File: src/rtl/fetch_unit.sv
// Instruction fetch stage: owns the PC and issues sequential fetches to a one-cycle-latency memory.
// Returned words sit in a 2-entry queue that feeds decode over valid/ready; redirects squash everything.
module fetch_unit #(
    parameter logic [31:0] RESET_PC = 32'h0000_0000
) (
    input  logic        i_clk,
    input  logic        i_rst,
    output logic        o_imem_req,
    output logic [31:0] o_imem_addr,
    input  logic [31:0] i_imem_rdata,
    output logic        o_valid,
    output logic [31:0] o_instr,
    output logic [31:0] o_pc,
    input  logic        i_ready,
    input  logic        i_redirect,
    input  logic [31:0] i_redirect_pc
);

    localparam int unsigned XLEN   = 32;
    localparam int unsigned DEPTH  = 2;
    localparam int unsigned CNT_W  = 2;
    localparam int unsigned OCC_W  = 3;

    logic [XLEN-1:0]  f_pc_q, f_pc_d;
    logic             inf_q, inf_d;
    logic [XLEN-1:0]  inf_pc_q, inf_pc_d;
    logic             sq_q, sq_d;
    logic [CNT_W-1:0] cnt_q, cnt_d;
    logic             hd_q, hd_d;
    logic [XLEN-1:0]  buf_pc_q    [DEPTH];
    logic [XLEN-1:0]  buf_pc_d    [DEPTH];
    logic [XLEN-1:0]  buf_instr_q [DEPTH];
    logic [XLEN-1:0]  buf_instr_d [DEPTH];

    logic             pop;
    logic             push;
    logic             req;
    logic             tail;
    logic [OCC_W-1:0] occ;

    // Handshake, credit check and next-state for PC, in-flight tracker and queue.
    always_comb begin
        f_pc_d      = f_pc_q;
        inf_d       = 1'b0;
        inf_pc_d    = inf_pc_q;
        sq_d        = 1'b0;
        cnt_d       = cnt_q;
        hd_d        = hd_q;
        buf_pc_d    = buf_pc_q;
        buf_instr_d = buf_instr_q;

        pop  = (cnt_q != CNT_W'(0)) & i_ready & ~i_redirect;
        occ  = OCC_W'(cnt_q) + OCC_W'(inf_q) - OCC_W'(pop);
        req  = ~i_rst & ~i_redirect & (occ < OCC_W'(2));
        push = inf_q & ~sq_q & ~i_redirect;
        tail = hd_q ^ cnt_q[0];

        if (i_redirect) begin
            f_pc_d = i_redirect_pc & ~XLEN'(3);
            cnt_d  = '0;
        end else begin
            if (req) begin
                f_pc_d   = f_pc_q + XLEN'(4);
                inf_d    = 1'b1;
                inf_pc_d = f_pc_q;
            end
            // With cnt=2 a push only happens alongside a pop, so the tail is the slot being freed.
            if (push) begin
                buf_pc_d[tail]    = inf_pc_q;
                buf_instr_d[tail] = i_imem_rdata;
            end
            if (pop) begin
                hd_d = ~hd_q;
            end
            cnt_d = cnt_q + CNT_W'(push) - CNT_W'(pop);
        end
    end

    always_ff @(posedge i_clk or posedge i_rst) begin
        if (i_rst) begin
            f_pc_q   <= RESET_PC;
            inf_q    <= 1'b0;
            inf_pc_q <= '0;
            sq_q     <= 1'b0;
            cnt_q    <= '0;
            hd_q     <= 1'b0;
            for (int i = 0; i < int'(DEPTH); i++) begin
                buf_pc_q[i]    <= '0;
                buf_instr_q[i] <= '0;
            end
        end else begin
            f_pc_q      <= f_pc_d;
            inf_q       <= inf_d;
            inf_pc_q    <= inf_pc_d;
            sq_q        <= sq_d;
            cnt_q       <= cnt_d;
            hd_q        <= hd_d;
            buf_pc_q    <= buf_pc_d;
            buf_instr_q <= buf_instr_d;
        end
    end

    assign o_imem_req  = req;
    assign o_imem_addr = f_pc_q;
    assign o_valid     = (cnt_q != CNT_W'(0));
    assign o_instr     = buf_instr_q[hd_q];
    assign o_pc        = buf_pc_q[hd_q];

endmodule

File: config.mk
export PLATFORM = sky130hd
export DESIGN_NAME = fetch_unit
export DESIGN_NICKNAME = d
export VERILOG_FILES = /design/src/rtl/fetch_unit.sv
export SDC_FILE = /design/constraint.sdc
export NUM_CORES = 1
export LEC_CHECK = 0
export ABC_CLOCK_PERIOD_IN_PS = 14600
export CAP_MARGIN = 25
export CORE_UTILIZATION = 25
export DETAILED_ROUTE_END_ITERATION = 6
export PLACE_DENSITY_LB_ADDON = 0.25
export SETUP_SLACK_MARGIN = 0.5
export SYNTH_ARGS = -nofsm -noshare
export SYNTH_HDL_FRONTEND = slang
export SYNTH_SLANG_ARGS = --single-unit
export TNS_END_PERCENT = 50
File: constraint.sdc
create_clock -name i_clk -period 14.6 [get_ports i_clk]
set_input_delay 1.46 -clock i_clk [delete_from_list [all_inputs] [get_ports i_clk]]
set_output_delay 1.46 -clock i_clk [all_outputs]
set_load 0.01 [all_outputs]
## Yosys cells after proc, flatten, opt, wreduce, memory -nomap -nowiden

Cells that the tools add are included.

- Register bits: 196
- Input bits: 68
- Output and inout bits: 98
- Logic and storage cells: 50

- $add $sub $neg: 5
- Magnitude comparators: 4
- Mux-type cells: 15
- Bitwise operators: 11
- Reductions and logical operators: 6

Operator list:

| cell | count |
|---|---|
| $mux W32 | 9 |
| $bwmux W64 | 2 |
| $add A32 B3 Y32 const B | 1 |
| $demux W32 S1 | 1 |
| $reduce_and A2 Y1 | 3 |
| $and A1 B1 Y1 | 5 |
| $ge A2 B2 Y1 const B | 2 |
| $not A1 Y2 | 2 |
| $reduce_bool A2 Y1 | 2 |
| $add A2 B1 Y3 | 1 |
| $lt A3 B2 Y1 const B | 1 |
| $not A1 Y1 | 3 |
| $sub A3 B1 Y3 | 1 |
| $add A2 B1 Y2 | 1 |
| $lt A2 B1 Y1 const B | 1 |
| $mux W1 | 2 |
| $mux W2 | 1 |
| $sub A2 B1 Y2 | 1 |
| $logic_and A1 B1 Y1 | 1 |
| $xor A1 B1 Y1 | 1 |

## Logic depth before layout (Yosys ltp)

Gate-level depths: netlist of run 1.

- Depth after elaboration: 8
- Mapped depth: 14
- Mapped depth without buffers: 11

## Worst setup path before layout of run 1

Ideal clock, no wire load.

- Path kind: input to output
- Start point: input port i_redirect
- End point: output port o_imem_req
- Arrival time: 3.896 ns
- Data required time: 13.140 ns
- Setup slack: 9.244 ns
- Cell stages on the path: 11
- Buffers on the path: 4
- Cell sequence: buf_6 -> and3b_1 -> ha_1 -> nand2b_1 -> fa_1 -> or3b_4 -> or2_1 -> buf_6 -> clkbuf_1 -> clkbuf_1 -> inv_1

- Word-level cells in the longest chain between the ends: 5
- Elaborated cells on any way between the ends: 6
- Classes of those cells: add/sub (1); order compare (1); bitwise (4)

Ends and longest elaborated chain:

| element | line | text |
|---|---|---|
| from (decl) | 15 | `input logic i_redirect,` |
| $not A1 Y1 (no source line) (*) | -- |  |
| $and A1 B1 Y1 | 52 | `pop = (cnt_q != CNT_W'(0)) & i_ready & ~i_redirect;` |
| $sub A3 B1 Y3 | 53 | `occ = OCC_W'(cnt_q) + OCC_W'(inf_q) - OCC_W'(pop);` |
| $lt A3 B2 Y1 | 54 | `req = ~i_rst & ~i_redirect & (occ < OCC_W'(2));` |
| $and A1 B1 Y1 (*) | 54 |  |
| to (decl) | 8 | `output logic o_imem_req,` |

Every way passes the cells marked *; elsewhere a longest branch is shown, timed or not.

## Final worst setup path of run 1

- Start point: input port i_ready
- End point: output port o_imem_req

- Word-level cells in the longest chain between the ends: 5

Ends and longest elaborated chain:

| element | line | text |
|---|---|---|
| from (decl) | 14 | `input logic i_ready,` |
| $and A1 B1 Y1 (2 in a row) | 52 |  |
| $sub A3 B1 Y3 | 53 |  |
| $lt A3 B2 Y1 | 54 |  |
| $and A1 B1 Y1 | 54 |  |

Every way passes these cells.

==> results.txt, run 1 <==
* Yosys warnings: 0
- Antenna violations before repair: 0
- I/O pin count: 166
- The area growth from synthesis to layout is 31.6%.
- The floorplan step set the die height to 187 um.
* Per-cell routed wire length: 16.9 um
- Global routing finished with a remaining overflow of 0.
* Final count of hold timing violations: 0
* Final-report setup violation count: 0
- Die Footprint: 34,800 um^2
- For this configuration, the core starts out at a cell density of 0.254.
- Counting along the longest clock path gives a buffer depth of 2.
- The initialized floorplan defines 67 standard-cell rows.
* Critical hold path startpoint: buf_instr_q[41]
* Hold-fix buffer count after cts: 0
- In this run the critical register-to-register path is launched from cnt_q[1].
- Worst slew margin relative to its limit: 0.454
- Number of routed nets with antenna violations: 0
- Largest voltage drop on the vdd net: 0.0000856 V
- Achievable Freq: 171 MHz
* Number of cells on the worst reg-to-reg path: 13
* Crit end category: output port
- By startpoint and endpoint, the worst setup path is classified as in -> out.
* Setup total negative slack: 0 ps
- The path class of the tightest hold or removal check is reg -> reg.
- The final number of max-transition violations was 0.
* Period Utilization, post-route: 0.401
- Counting flops with an async set or reset pin after synthesis yields a share of 1.00.
- Most common cell after layout, fill and taps aside: dfrtp_1
* Syn Area/Cell: 12.2 um^2
- Number of detailed-routing iterations run before antenna repair: 5
- Worst-Margin Slew: 819 ps
- Clock insertion delay at the later pin of the skew report: 430 ps
- Vias in the first global route: 6,139
* Port Buffer Count: 159
* Max_cap viols: 0
* Worst r2r dst: o_imem_addr[9]
* Post_cts resized: 0
- Clock slew at reported path FFs: 70 ps
* Width of the die: 187 um
- In this run the register-to-register setup slack is 10,080 ps.
- Maximum fanout encountered on the critical timing path: 4
- Residual DRC: 0
* Detailed Place HPWL: 13,900 um
- Buffers added to address setup during post-CTS repair amount to 0.
- Setup repair after global routing left no endpoint under its margin.
* Global-route usage over all layers: 0.130
* Number of nets in the finished design: 920
- Of the cells placed in the final design, the portion with a size suffix greater than 1 is 0.279.
- Endpoint with the worst hold slack: buf_instr_q[41]
- In the layout the commonest cells are dfrtp_1, mux2_2, clkdlybuf4s50_1.
- Worst path arrival time: 4400 ps
- For this design the ratio of total power to cell area is 196 nW/um^2.
- The clock arrives with 11.9 ps of skew.
* Maximum number of pins on one net before global-route repair: 119
* Cts bufs inserted: 17
- Result of the run: complete, no violations
- Kind of start point of the critical path: primary input
- DR vias/cell: 4.51
- Gate count of the mapped netlist: 700
- Initial detailed-routing violation count: 197
- The first global-routing pass estimated 35,700 um of wire.
- Routability-driven placement finished with a final weighted congestion of 0.720.
- Final wirelength: 22,100 um
* #FFs+latches synth: 188
* Most common flop cell mapped by yosys: dfrtp_1
- 0 antenna diodes ended up in the layout.
* Buffer type at the clock tree root: clkbuf_16
- Instance count along the most critical hold path: 1
* Distinct cell type count after synthesis: 47
- For this run, the register share of the synthesized area comes to 0.552.
- Leakage power figure: 4.85 nW
- The clock drives 188 sinks.
- TritonCTS built the clock tree.
* Crit path time final: 5860 ps
* Core Box Area: 33,500 um^2
- EDFF count, synth: 0
- For this block, the via count after detailed routing is 5,896.
- The H-tree generated during clock tree synthesis spans 4 levels.
* Worst path required time: 13,140 ps
- Summing every instance area after synthesis gives 8520 um^2.
- Measured on the finished design, the core utilization comes to 0.334.
## cell families (layout without fill, tap and decap cells)
family | count (synthesis) | in the layout | synth area share
AO/OA/AOI/OAI | 62 | 62 | 0.0480
adder cells (fa/ha/maj) | 5 | 5 | 0.00822
AND/OR/NAND/NOR | 193 | 193 | 0.103
multiplexers | 189 | 189 | 0.249
XOR/XNOR | 7 | 7 | 0.00719
other | 1 | 4 | 0.000440
flip-flops | 188 | 188 | 0.552
buffers and inverters | 55 | 212 | 0.0317
## power by group
group	switching, mW	total, mW	internal, mW
logic	0.338	0.867	0.529
registers	0.137	0.872	0.735
clock network	0.227	0.458	0.232
total	0.701	2.20	1.50
## how the worst max path moves through the flow
stage / slack [ps] / from / to / depth (start not counted)
global placement: 8610 / i_ready / o_imem_addr[5] / 12
detailed placement: 8560 / i_ready / o_imem_addr[6] / 12
CTS: 8690 / i_ready / o_imem_req / 9
finish: 8740 / i_ready / o_imem_req / 9
global route: 8620 / i_ready / o_imem_req / 9
floorplan: 8030 / i_rst / buf_instr_q[0] / 1
## critical path, cell delays in order
cell and delay [ps]:
clkdlybuf4s50_1 450, and3b_1 220, ha_1 240, nand2b_1 160, fa_1 480, or3b_4 420
or2_2 320, inv_1 60, clkdlybuf4s50_1 590
## layout make-up
type,instances,area (um^2)
fill,3361,22300
timing repair buffer,169,1750
sequential,188,4710
tap,448,561
clock buffer,19,443
inverter,11,53.8
multi-input combinational,460,3580
clock inverter,13,125
## synth_stat cells, drive strengths merged, types with 3 or more instances
cell type	n	share of area
nand4	11	0.0081
and3	4	0.0029
or2	3	0.0022
a221o	3	0.0035
dfrtp	188	0.55
nor2	17	0.0078
xnor2	3	0.0031
nand3	15	0.0088
mux2	186	0.25
o211ai	3	0.0026
xor2	4	0.0041
nor2b	4	0.0029
a21oi	4	0.0023
nor4	4	0.0037
o21ai	25	0.015
nor3	4	0.0037
buf	25	0.018
inv	10	0.0044
clkbuf	19	0.0084
o311ai	9	0.0092
a31oi	7	0.0051
or3	3	0.0022
nand2b	4	0.0029
a22oi	3	0.0026
mux2i	3	0.0035
nand2	117	0.052
ha	4	0.0059
## routing by layer
layer | vias to the layer above | share of wire | GRT usage
li1 | 2749 | - | -
met1 | 2986 | 0.50 | 0.185
met2 | 147 | 0.45 | 0.202
met3 | 14 | 0.036 | 0.0243
met4 | 0 | 0.0098 | 0.0353
met5 | - | 0 | 0
## per-stage QoR
step | setup slack [ps] | cells | hold slack [ps] | instance area (um^2) | power (mW)
floorplan | 8030 | 703 | 458 | 8540 | 1.34
global placement | 8610 | 1271 | 482 | 10500 | 1.74
global route | 8620 | 1308 | 513 | 11200 | 2.34
CTS | 8690 | 1304 | 508 | 11100 | 2.22
finish | 8740 | 1308 | 502 | 11200 | 2.20
detailed placement | 8560 | 1272 | 490 | 10600 | 1.75
## sequential cells by signal, indices dropped and copies added, names as in the netlist
signal       count
buf_instr_q     64
buf_pc_q        60
inf_pc_q        30
o_imem_addr     30
cnt_q            2
hd_q             1
inf_q            1
Note: power is estimated with default switching activity, not from simulation.
==> run 2: changes to the inputs <==
ABC_CLOCK_PERIOD_IN_PS = 6000   (was 14600)
clock period = 6 ns   (was 14.6 ns; I/O delays follow)
==> results.txt, run 2 (same netlist as run 1, synthesis figures left out) <==
* Initial detailed-routing violation count: 285 (+45%)
* Final-report setup violation count: 0 (unchanged)
- Clock tree from TritonCTS: done
- Setup repair after global routing missed its margin: no
- Area of placed instances: 10,600 um^2 (+0.18%)
* Number of flip-flops in the largest register: 64 (unchanged)
- The post-route non-filler standard cell count came to 1,310 (+0.15%).
- The count of port buffers added during placement came to 159 (unchanged).
- Die Y: 187 um (unchanged)
- The number of hold violations in the final report is 0 (unchanged).
- In the finished design, the share of the clock period the worst path needs comes to 0.760.
- Kind of start point of the critical path: flip-flop
* Number of nets in the finished design: 921 (+0.11%)
- The total of cells resized after clock tree synthesis was 0 (unchanged).
- Hold-fix buffer count after cts: 0 (unchanged)
- The required arrival time at the worst endpoint was 5400 ps (-7740 ps).
- Maximum number of pins on one net before global-route repair: 71 (-40%)
- Per-cell routed wire length: 16.8 um (-0.89%)
- The clock-pin slew reported for the worst setup and hold paths after clock tree synthesis came to 80 ps (about the same).
- The area enclosed by the die boundary came to 34,800 um^2 (unchanged).
- The CTS sink count was 188 (unchanged).
- The number of placement rows came to 67 (unchanged).
- Most common cell after layout, fill and taps aside: dfrtp_1
- Antenna violations before repair: 2 (+2)
- I/O pin count: 166 (unchanged)
- The number of global-route vias before repair was 6,024 (-1.9%).
- From synthesis to final layout, the design area changed by 31.1%.
- The number of fillers in the final layout is 3,399 (+1.1%).
- The final total negative setup slack was 0 ps (unchanged).
* Final wirelength: 22,000 um (-0.74%)
- The worst-skew pair later-pin latency was 440 ps (about the same).
- The register with the most flip-flops in the final layout is buf_instr_q.
- The total number of H-tree levels is 4 (unchanged).
* Core Box Area: 33,500 um^2 (unchanged)
- The fraction of final layout cells sized beyond drive strength 1 was 0.281 (+0.00200).
* Max_cap viols: 0 (unchanged)
* Total grt overflow: 0 (unchanged)
* Global-route usage over all layers: 0.130 (about the same)
- The number of vias per cell was 4.47 (-0.75%).
- In the layout the commonest cells are dfrtp_1, mux2_2, clkdlybuf4s50_1.
- Power density of the placed cells: 480 nW/um^2 (+150%)
- Final count of pins violating max slew: 0 (unchanged)
- Placed Cells incl. Taps: 1,276 (+0.31%)
* Global-route wire length before repair: 35,500 um (-0.37%)
- The static power due to leakage was 4.84 nW (-0.20%).
- Routed vias: 5,861 (-0.59%)
* Global placement routability congestion: 0.734 (+1.9%)
* Worst-Margin Slew: 909 ps (+90.8 ps)
* Detailed Place HPWL: 14,300 um (+2.6%)
- Residual DRC: 0 (unchanged)
- Total power of the final layout: 5.37 mW (+140%)
- Crit Path Class: reg -> out
* Final Instance Area: 11,200 um^2 (-0.34%)
- The number of iterations in the first detailed-routing pass came to 4 (-1).
* Cts bufs inserted: 17 (unchanged)
- Maximum clock path buffer count: 2 (unchanged)
- Width of the die: 187 um (unchanged)
- The cell sitting at the root of the clock tree is a clkbuf_16.
- Worst clock skew: 9.88 ps (-1.97 ps)
* Worst hold path type: reg -> reg
- The starting utilization of the core area came to 0.254 (unchanged).
* Achievable Freq: 219 MHz
* Largest voltage drop on the vdd net: 0.000195 V (+130%)
- The remaining antenna violation count after routing came to 0 (unchanged).
- Crit end category: output port
- Maximum fanout encountered on the critical timing path: 26 (+22)
- The data arrival time of the critical path is 3960 ps (-440 ps).
* Total setup buffers inserted after CTS: 0 (unchanged)
* Top Registers: buf_instr_q (64), buf_pc_q (60)
* Worst slew margin relative to its limit: 0.394 (-0.0605)
* Result of the run: complete, no violations
* Crit path time final: 4560 ps
## run 2: cell type report
| cell class | instances | area [um^2] | area share |
|---|---|---|---|
| multi-input combinational | 460 | 3580 | 0.320 |
| tap | 448 | 561 | 0.0501 |
| timing repair buffer | 170 | 1690 | 0.152 |
| inverter | 11 | 50.0 | 0.00448 |
| clock inverter | 14 | 148 | 0.0132 |
| antenna | 1 | 2.50 | 0.000224 |
| clock buffer | 18 | 439 | 0.0393 |
| sequential | 188 | 4710 | 0.421 |
## run 2: path summary, 6_finish.rpt
check | from | to | slack [ps] | cells after the start
worst max-delay path | cnt_q[1] | o_imem_req | 1440 | 9
worst min-delay path | inf_pc_q[17] | inf_pc_q[17] | 500 | 2
worst max register to register | cnt_q[1] | o_imem_addr[15] | 1980 | 12
worst min register to register | inf_pc_q[17] | inf_pc_q[17] | 500 | 2
max in group asynchronous | i_rst | hd_q | 4520 | 3
min in group asynchronous | i_rst | o_imem_addr[25] | 780 | 3
## run 2: through the flow
step | worst slack [ps] | utilization | hold WS (ps)
floorplan | 2340 | - | 458
global placement | 1540 | 0.315 | 482
detailed placement | 1550 | 0.315 | 485
CTS | 1330 | 0.333 | 505
global route | 1270 | 0.333 | 511
finish | 1440 | 0.333 | 502
## run 2: power by group
part	total [mW]	switching, mW	internal (mW)	leakage, nW
combinational	2.08	0.804	1.28	2.22
clock	1.15	0.549	0.602	0.286
sequential	2.14	0.350	1.79	2.33
## run 2: routing by layer
| layer | GRT usage | share of wire |
|---|---|---|
| met3 | 0.0327 | 0.045 |
| met2 | 0.197 | 0.44 |
| met5 | 0 | 0.00041 |
| met4 | 0.0303 | 0.0088 |
| met1 | 0.186 | 0.50 |
## run 2: worst max-delay path, cell delays in order, from the launching register on
cell,delay (ps)
dfrtp_1,450
or2_2,320
and3b_1,230
ha_1,270
nand2b_1,150
fa_1,470
or3b_4,410
or2_2,520
inv_1,110
clkdlybuf4s50_1,610
==> run 3: changes to the inputs <==
ABC_CLOCK_PERIOD_IN_PS = 3870   (was 6000)
clock period = 3.87 ns   (was 6 ns; I/O delays follow)
==> results.txt, run 3 (same netlist as run 1, synthesis figures left out) <==
- Result of the run: complete, no violations
- In this run the critical register-to-register path is captured at o_imem_addr[15].
- The clock tree buffer depth came to 2 (unchanged).
* Core Box Area: 33,500 um^2 (unchanged)
- Cts bufs inserted: 17 (unchanged)
- The remaining antenna violation count after routing came to 0 (unchanged).
- Area of placed instances: 10,700 um^2 (+0.85%)
* Per-cell routed wire length: 16.8 um (about the same)
- The final total negative setup slack is 0 ps (unchanged).
- ANT cells: 0 (-1)
- The total power divided by cell area was 738 nW/um^2 (+54%).
- Period Utilization, post-route: 0.850
- Number of cells on the worst reg-to-reg path: 12 (unchanged)
- The CTS sink count was 188 (unchanged).
- Final wirelength: 22,100 um (+0.61%)
- Worst path required time: 3480 ps (-1920 ps)
- The combined area of the multi-input logic cells came to 3610 um^2 (+0.87%).
- Top Registers: buf_instr_q (64), buf_pc_q (60)
- Worst-case register-to-register setup slack: 590 ps (-1390 ps)
- The maximum resistive drop on vdd came to 0.000338 V (+73%).
* Crit end category: output port
- Maximum fanout encountered on the critical timing path: 2 (-92%)
- The number of hold violations in the final report is 0 (unchanged).
- The number of vias after detailed routing was 5,859 (-0.034%).
- Die Footprint: 34,800 um^2 (unchanged)
- Setup repair after global routing could not meet its margin everywhere.
* Initial detailed-routing violation count: 255 (-11%)
- The initial antenna violation count came to 0 (-2).
* Achievable Freq: 304 MHz
* Detailed Place HPWL: 14,500 um (+1.6%)
- The total global routing overflow came to 0 (unchanged).
- Worst slew margin relative to its limit: 0.512 (+0.118)
- The worst setup path is launched from a flip-flop.
- Placed Cells incl. Taps: 1,283 (+0.55%)
* I/O pin count: 166 (unchanged)
- Final count of pins violating max slew: 0 (unchanged)
* Met2 track demand over resource: 0.193 (-0.00402)
* Clock slew at reported path FFs: 70 ps (about the same)
- Commonest cells after routing, fill and taps aside: dfrtp_1, mux2_2, clkdlybuf4s50_1
- Global placement routability congestion: 0.725 (-1.3%)
- By startpoint and endpoint, the worst setup path is classified as reg -> out.
- Post-route insts no fill: 1,318 (+0.61%)
* Worst-Margin Slew: 732 ps (-177 ps)
- Clock insertion delay at the later pin of the skew report: 430 ps (about the same)
- The worst path in the final design needs a cycle of 3290 ps, including I/O delays and setup.
- Number of H-tree levels: 4 (unchanged)
- Vias in the first global route: 6,110 (+1.4%)
- Final-report setup violation count: 0 (unchanged)
- Number of nets in the finished design: 930 (+0.98%)
- Fill cells: 3,393 (-0.18%)
* Width of the die: 187 um (unchanged)
* Area Overhead vs Synth: 32.6%
- Placement row count: 67 (unchanged)
* Initial standard-cell utilization of the core: 0.254 (unchanged)
* Routing usage on met1: 0.190 (+0.00375)
* Most common cell after layout, fill and taps aside: dfrtp_1
* Fraction of layout instances using a drive strength above 1: 0.292 (+0.0109)
* Number of flip-flops in the largest register: 64 (unchanged)
- The total global-route track usage came to 0.131 (+0.000432).
- Total power of the final layout: 8.35 mW (+55%)
- Top register by number of flip-flops: buf_instr_q
* Worst hold path type: in -> async
- CTS placed an instance of clkbuf_16 at the clock tree root.
- The vertical die dimension was 187 um (unchanged).
- Fin util: 0.337 (+0.00373)
- Port Buffer Count: 159 (unchanged)
* M3 GR Usage: 0.0323 (-0.000376)
- The static power due to leakage is 4.91 nW (+1.4%).
* Clock tree from TritonCTS: done
* Global-route wire length before repair: 35,700 um (+0.41%)
- The largest net degree at the start of global routing is 65 (-8.5%).
- Final Instance Area: 11,300 um^2 (+1.1%)
* DR vias/cell: 4.45 (-0.64%)
- Max_cap viols: 0 (unchanged)
- The data arrival time of the critical path came to 2900 ps (-1060 ps).
- The post-detailed-route DRC marker count came to 0 (unchanged).
* Worst clock skew: 14.2 ps (+4.34 ps)
- The area taken by flip-flops and latches was 4710 um^2 (unchanged).
- Number of detailed-routing iterations run before antenna repair: 4 (unchanged)
- Critical path origin: cnt_q[0]
- In this run the most used layer during global routing was met2.
* Reg-to-Reg Start: cnt_q[0]
-- run 3: cell types whose count changed in the layout (fill, tap and decap cells not counted), moves of 2 or more --
cell,previous run,this run
buf_6,0,3
buf_4,9,14
buf_12,2,4
clkinv_2,1,3
or2_2,3,1
inv_8,4,0
clkbuf_1,0,2
or2_4,0,2
-- run 3: cell type report --
cell class,instances,share of cell area
Multi-Input combinational cell,460,0.319
Clock inverter,12,0.0120
Timing Repair Buffer,179,0.159
Clock buffer,20,0.0395
Sequential cell,188,0.417
Inverter,11,0.00443
Tap cell,448,0.0496
-- run 3: repair_timing --
item | 4_1_cts | 5_1_grt
resized for setup | 14 | 2
hold endpoints to repair | 0 | 0
buffers inserted | 3 | 0
endpoints found under the setup margin | 30 | 6
hold buffers | 0 | 0
pin swaps | 2 | 0
-- run 3: worst max path at each step --
stage | to | slack, ps | cells after the start
floorplan | o_imem_req | 430 | 11
global placement | o_imem_addr[9] | 70 | 12
detailed placement | o_imem_addr[13] | -20 | 12
CTS | o_imem_req | 540 | 9
global route | o_imem_addr[20] | 480 | 12
finish | o_imem_req | 580 | 9
-- run 3: metrics by stage --
step           setup WS, ps  hold slack [ps]
2_1_floorplan           425              458
3_3_place_gp           66.0              481
3_5_place_dp          -24.5              479
4_1_cts                 542              440
5_1_grt                 478              475
6_report                581              426
-- run 3: report_power, final --
part / leakage [nW] / total, mW / switching [mW] / internal, mW
combinational: 2.29 / 3.30 / 1.29 / 2.01
sequential: 2.33 / 3.28 / 0.503 / 2.77
clock: 0.286 / 1.77 / 0.793 / 0.978
total: 4.91 / 8.35 / 2.59 / 5.76
-- run 3: worst max-delay path, cell delays in order, from the launching register on --
cell	delay (ps)
dfrtp_1	380
or2_4	250
and3b_2	220
ha_4	210
nand2b_4	130
fa_1	470
or3b_4	380
or2_4	270
inv_2	60
buf_6	100
-- run 3: per-layer routing --
metal / part of all wire / wire length [um] / vias to the layer above
li1: - / - / 2772
met1: 0.51 / 11300 / 2930
met2: 0.43 / 9560 / 144
met3: 0.047 / 1040 / 13
met4: 0.0087 / 193 / 0
met5: 0 / 0 / -
